[config.mk]
export PLATFORM = sky130hd
export DESIGN_NAME = fmc_i2c_target
export DESIGN_NICKNAME = d
export VERILOG_FILES = /design/src/rtl/fmc_i2c_pkg.sv /design/src/rtl/fmc_i2c_target_line_filter.sv /design/src/rtl/fmc_i2c_target.sv
export SDC_FILE = /design/constraint.sdc
export NUM_CORES = 1
export LEC_CHECK = 0
export CORE_ASPECT_RATIO = 0.9
export CORE_MARGIN = 2
export CORE_UTILIZATION = 34
export DETAILED_ROUTE_END_ITERATION = 12
export GPL_TIMING_DRIVEN = 0
export MAX_ROUTING_LAYER = met4
export PLACE_DENSITY_LB_ADDON = 0.1
export SLEW_MARGIN = 30
export SYNTH_ARGS = -nofsm -noshare
export SYNTH_HDL_FRONTEND = slang
export SYNTH_HIERARCHICAL = 1
export SYNTH_SLANG_ARGS = --single-unit
[constraint.sdc]
create_clock -name clk -period 2.4 [get_ports clk]
set_input_delay 0.24 -clock clk [delete_from_list [all_inputs] [get_ports clk]]
set_output_delay 0.24 -clock clk [all_outputs]
set_load 0.01 [all_outputs]
[src/rtl/fmc_i2c_pkg.sv]
// Shared types and bus addresses for the FMC424 I2C control-bus blocks.
`timescale 1ns/1ps
package fmc_i2c_pkg;

    typedef enum logic [3:0] {
        IDLE,
        ADDR,
        ADDR_ACK,
        PTR,
        PTR_ACK,
        WR_DATA,
        WR_ACK,
        RD_DATA,
        RD_ACK,
        IGNORE
    } i2c_tgt_state_t;

    localparam logic [6:0] CPLD_ADDR    = 7'h3E;
    localparam logic [6:0] SI5338B_ADDR = 7'h70;
    localparam logic [6:0] QSFP_ADDR    = 7'h50;

endpackage

[src/rtl/fmc_i2c_target_line_filter.sv]
// Pin synchronizer plus glitch filter for one I2C line, with 1-clk rise/fall pulses.
`timescale 1ns/1ps
module i2c_line_filter #(
    parameter int unsigned SYNC_STAGES = 2,
    parameter int unsigned FILTER_LEN  = 3
) (
    input  logic clk,
    input  logic reset,
    input  logic pin,
    output logic level,
    output logic rise,
    output logic fall
);
    localparam int unsigned CW = $clog2(FILTER_LEN + 1);

    logic [SYNC_STAGES-1:0] sync;
    logic [CW-1:0]          cnt;
    logic                   sample;

    assign sample = sync[SYNC_STAGES-1];

    // A new level is accepted only after FILTER_LEN consecutive differing samples.
    always_ff @(posedge clk or posedge reset) begin
        if (reset) begin
            sync  <= '1;
            level <= 1'b1;
            cnt   <= '0;
            rise  <= 1'b0;
            fall  <= 1'b0;
        end else begin
            sync <= {sync[SYNC_STAGES-2:0], pin};
            rise <= 1'b0;
            fall <= 1'b0;
            if (sample == level) begin
                cnt <= '0;
            end else if (cnt == CW'(FILTER_LEN - 1)) begin
                level <= sample;
                cnt   <= '0;
                rise  <= sample;
                fall  <= ~sample;
            end else begin
                cnt <= cnt + 1'b1;
            end
        end
    end
endmodule

[src/rtl/fmc_i2c_target.sv]
// I2C target emulating the FMC424 CPLD: single address, 8-bit auto-incrementing register pointer.
`timescale 1ns/1ps
module fmc_i2c_target
    import fmc_i2c_pkg::*;
#(
    parameter logic [6:0]  TARGET_ADDR = CPLD_ADDR,
    parameter int unsigned SYNC_STAGES = 2,
    parameter int unsigned FILTER_LEN  = 3
) (
    input  logic       clk,
    input  logic       reset,
    input  logic       scl_pin_val,
    input  logic       sda_pin_val,
    output logic       scl_t,
    output logic       scl_write,
    output logic       sda_t,
    output logic       sda_write,
    output logic [7:0] reg_addr,
    output logic       reg_wr_en,
    output logic [7:0] reg_wdata,
    output logic       reg_rd_en,
    input  logic [7:0] reg_rdata,
    output logic       busy
);
    logic scl_f, scl_rise, scl_fall;
    logic sda_f, sda_rise, sda_fall;

    i2c_line_filter #(.SYNC_STAGES(SYNC_STAGES), .FILTER_LEN(FILTER_LEN)) u_scl_filter (
        .clk(clk), .reset(reset), .pin(scl_pin_val),
        .level(scl_f), .rise(scl_rise), .fall(scl_fall)
    );

    i2c_line_filter #(.SYNC_STAGES(SYNC_STAGES), .FILTER_LEN(FILTER_LEN)) u_sda_filter (
        .clk(clk), .reset(reset), .pin(sda_pin_val),
        .level(sda_f), .rise(sda_rise), .fall(sda_fall)
    );

    assign scl_t     = 1'b1;
    assign scl_write = 1'b0;
    assign sda_write = 1'b0;

    i2c_tgt_state_t state;
    logic [2:0] bit_cnt;
    logic [7:0] rx, tx, rx_next;
    logic       rw, ack_on, rd_acked;
    logic       start, stop;

    assign start   = sda_fall & scl_f;
    assign stop    = sda_rise & scl_f;
    assign rx_next = {rx[6:0], sda_f};

    always_ff @(posedge clk or posedge reset) begin
        if (reset) begin
            state     <= IDLE;
            bit_cnt   <= '0;
            rx        <= '0;
            tx        <= '0;
            rw        <= 1'b0;
            ack_on    <= 1'b0;
            rd_acked  <= 1'b0;
            sda_t     <= 1'b1;
            busy      <= 1'b0;
            reg_addr  <= '0;
            reg_wdata <= '0;
            reg_wr_en <= 1'b0;
            reg_rd_en <= 1'b0;
        end else begin
            reg_wr_en <= 1'b0;
            reg_rd_en <= 1'b0;
            if (stop) begin
                state  <= IDLE;
                sda_t  <= 1'b1;
                busy   <= 1'b0;
                ack_on <= 1'b0;
            end else if (start) begin
                state   <= ADDR;
                bit_cnt <= '0;
                sda_t   <= 1'b1;
                ack_on  <= 1'b0;
            end else begin
                // Read data arrives the cycle after the strobe; drive MSB only once in RD_DATA.
                if (reg_rd_en) begin
                    tx <= reg_rdata;
                    if (state == RD_DATA) sda_t <= reg_rdata[7];
                end
                case (state)
                    ADDR, PTR, WR_DATA: begin
                        if (scl_rise) begin
                            rx      <= rx_next;
                            bit_cnt <= bit_cnt + 3'd1;
                            if (bit_cnt == 3'd7) begin
                                ack_on <= 1'b0;
                                if (state == ADDR) begin
                                    if (rx[6:0] == TARGET_ADDR) begin
                                        rw    <= sda_f;
                                        state <= ADDR_ACK;
                                    end else begin
                                        state <= IGNORE;
                                    end
                                end else if (state == PTR) begin
                                    reg_addr <= rx_next;
                                    state    <= PTR_ACK;
                                end else begin
                                    reg_wdata <= rx_next;
                                    reg_wr_en <= 1'b1;
                                    state     <= WR_ACK;
                                end
                            end
                        end
                    end
                    ADDR_ACK, PTR_ACK, WR_ACK: begin
                        // First fall starts the ACK bit, second fall ends it.
                        if (scl_fall) begin
                            if (!ack_on) begin
                                ack_on <= 1'b1;
                                sda_t  <= 1'b0;
                                if (state == ADDR_ACK) busy <= 1'b1;
                            end else begin
                                ack_on  <= 1'b0;
                                bit_cnt <= '0;
                                if (state == ADDR_ACK && rw) begin
                                    reg_rd_en <= 1'b1;
                                    state     <= RD_DATA;
                                end else begin
                                    sda_t <= 1'b1;
                                    if (state == ADDR_ACK) begin
                                        state <= PTR;
                                    end else begin
                                        state <= WR_DATA;
                                        if (state == WR_ACK) reg_addr <= reg_addr + 8'd1;
                                    end
                                end
                            end
                        end
                    end
                    RD_DATA: begin
                        if (scl_rise) bit_cnt <= bit_cnt + 3'd1;
                        if (scl_fall) begin
                            if (bit_cnt == 3'd0) begin
                                sda_t    <= 1'b1;
                                rd_acked <= 1'b0;
                                state    <= RD_ACK;
                            end else begin
                                tx    <= {tx[6:0], 1'b0};
                                sda_t <= tx[6];
                            end
                        end
                    end
                    RD_ACK: begin
                        if (scl_rise) begin
                            if (!sda_f) begin
                                rd_acked  <= 1'b1;
                                reg_addr  <= reg_addr + 8'd1;
                                reg_rd_en <= 1'b1;
                            end else begin
                                state <= IGNORE;
                            end
                        end
                        if (scl_fall && rd_acked) begin
                            sda_t   <= tx[7];
                            bit_cnt <= '0;
                            state   <= RD_DATA;
                        end
                    end
                    default: ;
                endcase
            end
        end
    end
endmodule

==> flow_summary_export.csv <==
group,metric,value,unit
logic_synthesis,synth_top_flop_cell,"sky130_fd_sc_hd__dfrtp_1",
global_route,number_of_global_route_vias_before_repair,2391,
clock_tree,cts_root_buffer,"sky130_fd_sc_hd__clkbuf_8",
logic_synthesis,share_of_the_synthesized_area_in_compound_gates_ao_oa_aoi_oai,0.192,
power_and_ir_drop,total_power,4.03,mW
clock_tree,cts-buffers-inserted,9,
floorplan,core_region_area,0.00900,sq mm
sta,finalMaxSlewViolations,0,
logic_synthesis,muxShareOfSynthArea,0.0846,
route,dr.pass1.iters,4,
worst_setup_path,cp-start-kind,"register",
clock_tree,post_cts_hold_buffer_count,0,
sta,worst_slew_margin_rel,0.410,
run,max-cap-violations,0,
floorplan,initial_core_util,0.345,
logic_synthesis,synthesis.instances,294,
global_route,grt_antenna_before_repair,0,
sta,grt_setup_unrepaired,"no",
place,finalWeightedCongestion,0.905,
worst_setup_path,max_stage_delay_cell_worst_path,"sky130_fd_sc_hd__or4_1",
global_route,grt_overflow,0,
sta,tightestPinTransition,879,ps
status,status,"completed",
logic_synthesis,synth-edff-count,0,
logic_synthesis,syn_area,0.00311,sq mm
logic_synthesis,postSynthAreaPerCell,10.6,sq um
logic_synthesis,asyncSetResetFlopFracSynth,1.00,
floorplan,top_level_ports,35,
clock_tree,clkLatencyLatePin,350,ps
sta,setup_violations,0,
worst_setup_path,worst_r2r_setup_slack,190,ps
logic_synthesis,synth_xor_area_frac,0.00564,
logic_synthesis,synth.yosys.seq_area_share,0.478,
final_layout,fill_cells,927,
worst_setup_path,crit_chain,"ha_1 > ha_1 > nand2_1 > a211o_1 > or4_1 > o21ai_0 > o21ai_0",
sta,timing.setup.tns,0,ps
route,vias,2428,
worst_setup_path,worstPathArrival,2430,ps
worst_setup_path,crit_type,"reg2reg",
clock_tree,cts_max_level,3,
route,first_iter_violations,122,
final_layout,design.final.nets,353,
logic_synthesis,synthSimpleGateAreaFrac,0.176,
worst_setup_path,critical_path.reg2reg.startpoint,"bit_cnt[0]",
worst_setup_path,cp_max_fo,5,
final_layout,post-route-util,0.420,
floorplan,die_h,94.7,um
final_layout,drive_gt1_frac,0.205,
clock_tree,clock_slew_seen_by_the_registers_of_the_worst_setup_and_hold_paths,80,ps
worst_setup_path,critPathCaptureType,"register",
floorplan,total_die_area,0.00992,sq mm
global_route,grt_start_max_net_pins,46,
sta,fin_skew,7.10,ps
clock_tree,clockBufferDepth,2,
logic_synthesis,synth-seq-cells,59,
sta,post-route-period-util,0.921,
worst_setup_path,worst_setup_path_startpoint,"bit_cnt[0]",
sta,period_needed,2210,ps
logic_synthesis,synth_adder_area_share,0.0161,
logic_synthesis,ys_warn_count,6,
sta,clock.fmax,453,MHz
worst_setup_path,timing.rr.end,"reg_addr[0]",
final_layout,finalInstanceArea,0.00378,sq mm
route,drc,0,
worst_setup_path,path_delay_family,"simple AND/OR/NAND/NOR gates",
worst_setup_path,cp_num_cells,7,
worst_hold_path,timing.hold.worst.class,"in2async",
worst_setup_path,reg2regPathDepth,7,
logic_synthesis,synth_top_family_by_area,"compound AO/OA/AOI/OAI gates",
global_route,globalRouteTotalUtil,0.167,
sta,hold_ws,217,ps
power_and_ir_drop,leakagePower,1.59,nW
logic_synthesis,yosysUniqueCellTypes,64,
place,placedInstanceArea,0.00358,sq mm
clock_tree,cts_num_sinks,59,
place,dp_hpwl,5.15,mm
worst_setup_path,cp_num_buf_inv,0,
final_layout,areaGrowthSynthToFinish,21.5,%
worst_setup_path,critPathRequiredTime,2620,ps
global_route,grt_pass1_wl,12.6,mm
route,drtAntennaViolNets,0,
place,place.port_buffers,31,
power_and_ir_drop,pwr_density_cell,1070,mW/mm^2
route,drt-wirelength-per-cell,16.1,um
power_and_ir_drop,ir_worst_vdd,408,uV
route,detail_route.wirelength,7.48,mm
sta,hold_violations,0,
route,vias_per_cell,5.23,
clock_tree,cts_tree,"done",
floorplan,die_x,105,um
worst_setup_path,max_stage_delay,630,ps
floorplan,rows,33,
worst_setup_path,critical_path.endpoint,"reg_addr[0]",
final_layout,diodes_inserted,0,
[layer usage]
| layer | up-vias | wire (um) | global-route usage |
|---|---|---|---|
| met2 | 63 | 3400 | 0.236 |
| met4 | 0 | 74 | 0.0489 |
| li1 | 1165 | - | - |
| met1 | 1194 | 3710 | 0.232 |
| met5 | - | 0 | - |
| met3 | 6 | 295 | 0.0497 |
[registers in the layout, indices dropped and copies added (netlist names), 2 cells and up]
register,cells
reg_wdata,8
u_scl_filter/cnt,2
tx,8
u_scl_filter/sync,2
u_sda_filter/cnt,2
state,4
u_sda_filter/sync,2
bit_cnt,3
rx,7
reg_addr,8
[where the power goes]
part / switching (mW) / leakage, nW / internal (mW)
Clock: 0.459 / 0.0925 / 0.392
Sequential: 0.258 / 0.738 / 1.21
Combinational: 0.955 / 0.755 / 0.758
[final cells by class]
class	instances	area, sq um	share of cell area
Timing Repair Buffer	31	310	0.0822
Sequential cell	59	1490	0.393
Clock inverter	7	58.8	0.0156
Inverter	10	40.0	0.0106
Multi-Input combinational cell	207	1500	0.398
Clock buffer	9	124	0.0328
Buffer	19	103	0.0272
Tap cell	122	153	0.0404
[cells by family after synthesis]
family | after synthesis
other cells | 2
flops | 59
mux | 23
compound gates | 80
buf+inv | 29
simple gates | 95
xor+xnor | 2
fa+ha+maj | 4
[cells in the final DEF, fill, tap and decap left out, types with 3 or more instances in the layout]
cell type	instances
sky130_fd_sc_hd__a32o_1	3
sky130_fd_sc_hd__dfrtp_1	52
sky130_fd_sc_hd__inv_6	3
sky130_fd_sc_hd__o21ai_0	19
sky130_fd_sc_hd__buf_4	4
sky130_fd_sc_hd__clkbuf_8	9
sky130_fd_sc_hd__dfstp_2	7
sky130_fd_sc_hd__o21a_1	4
sky130_fd_sc_hd__clkbuf_1	7
sky130_fd_sc_hd__a21oi_1	14
sky130_fd_sc_hd__clkdlybuf4s50_1	31
sky130_fd_sc_hd__buf_2	6
sky130_fd_sc_hd__conb_1	3
sky130_fd_sc_hd__a22o_1	3
sky130_fd_sc_hd__mux2i_1	3
sky130_fd_sc_hd__and2_1	4
sky130_fd_sc_hd__nor3b_1	6
sky130_fd_sc_hd__ha_1	4
sky130_fd_sc_hd__inv_1	9
sky130_fd_sc_hd__nand4_1	5
sky130_fd_sc_hd__a22oi_1	8
sky130_fd_sc_hd__mux2_2	18
sky130_fd_sc_hd__nand4b_1	3
sky130_fd_sc_hd__nor2_1	8
sky130_fd_sc_hd__nand2b_1	5
sky130_fd_sc_hd__nand2_1	26
sky130_fd_sc_hd__nand3_1	9
sky130_fd_sc_hd__nor2b_1	7
sky130_fd_sc_hd__nor3_1	6
[worst reg2reg max path: cells and delay by family, from the launching register on]
| family | cells | cell delay, ps |
|---|---|---|
| simple gates | 2 | 780 |
| fa+ha+maj | 2 | 300 |
| compound gates | 3 | 640 |
| flops | 1 | 380 |
[cells in the mapped netlist, drive strengths merged (7+ instances only)]
library cell  instances  area (sq um)
o21ai                21           105
dfrtp                52          1300
nand3                 9          45.0
a22oi                 8          60.1
dfstp                 7           184
inv                  10          37.5
nor2b                 7          43.8
buf                  11          71.3
nor2                  9          36.3
a21oi                14          70.1
nor3                  8          40.0
nand2                26          97.6
mux2                 20           233
nand2b                7          58.8
clkbuf                8          30.0
[repair_timing]
item | in CTS | in global routing
endpoints found under the setup margin | 0 | 15
resized for setup | 0 | 5
setup buffers | 0 | 0
[per-stage QoR]
step | instances | worst slack [ps]
detailed placement | 448 | 120
global route | 464 | 41.3
global placement | 448 | -70.3
floorplan | 295 | 409
CTS | 464 | 40.6
finish | 464 | 190
[how the worst min path moves through the flow]
stage | from | to | slack, ps | cells after the start
2_1_floorplan | reset | u_scl_filter/cnt[0] | 40 | 1
3_3_place_gp | u_sda_filter/sync[0] | u_sda_filter/sync[1] | 350 | 0
3_5_place_dp | u_scl_filter/sync[0] | u_scl_filter/sync[1] | 350 | 0
4_1_cts | reset | u_sda_filter/cnt[1] | 210 | 2
5_1_grt | reset | u_scl_filter/cnt[1] | 230 | 2
6_report | reset | u_sda_filter/cnt[1] | 220 | 2
(Power assumes the default switching activity.)
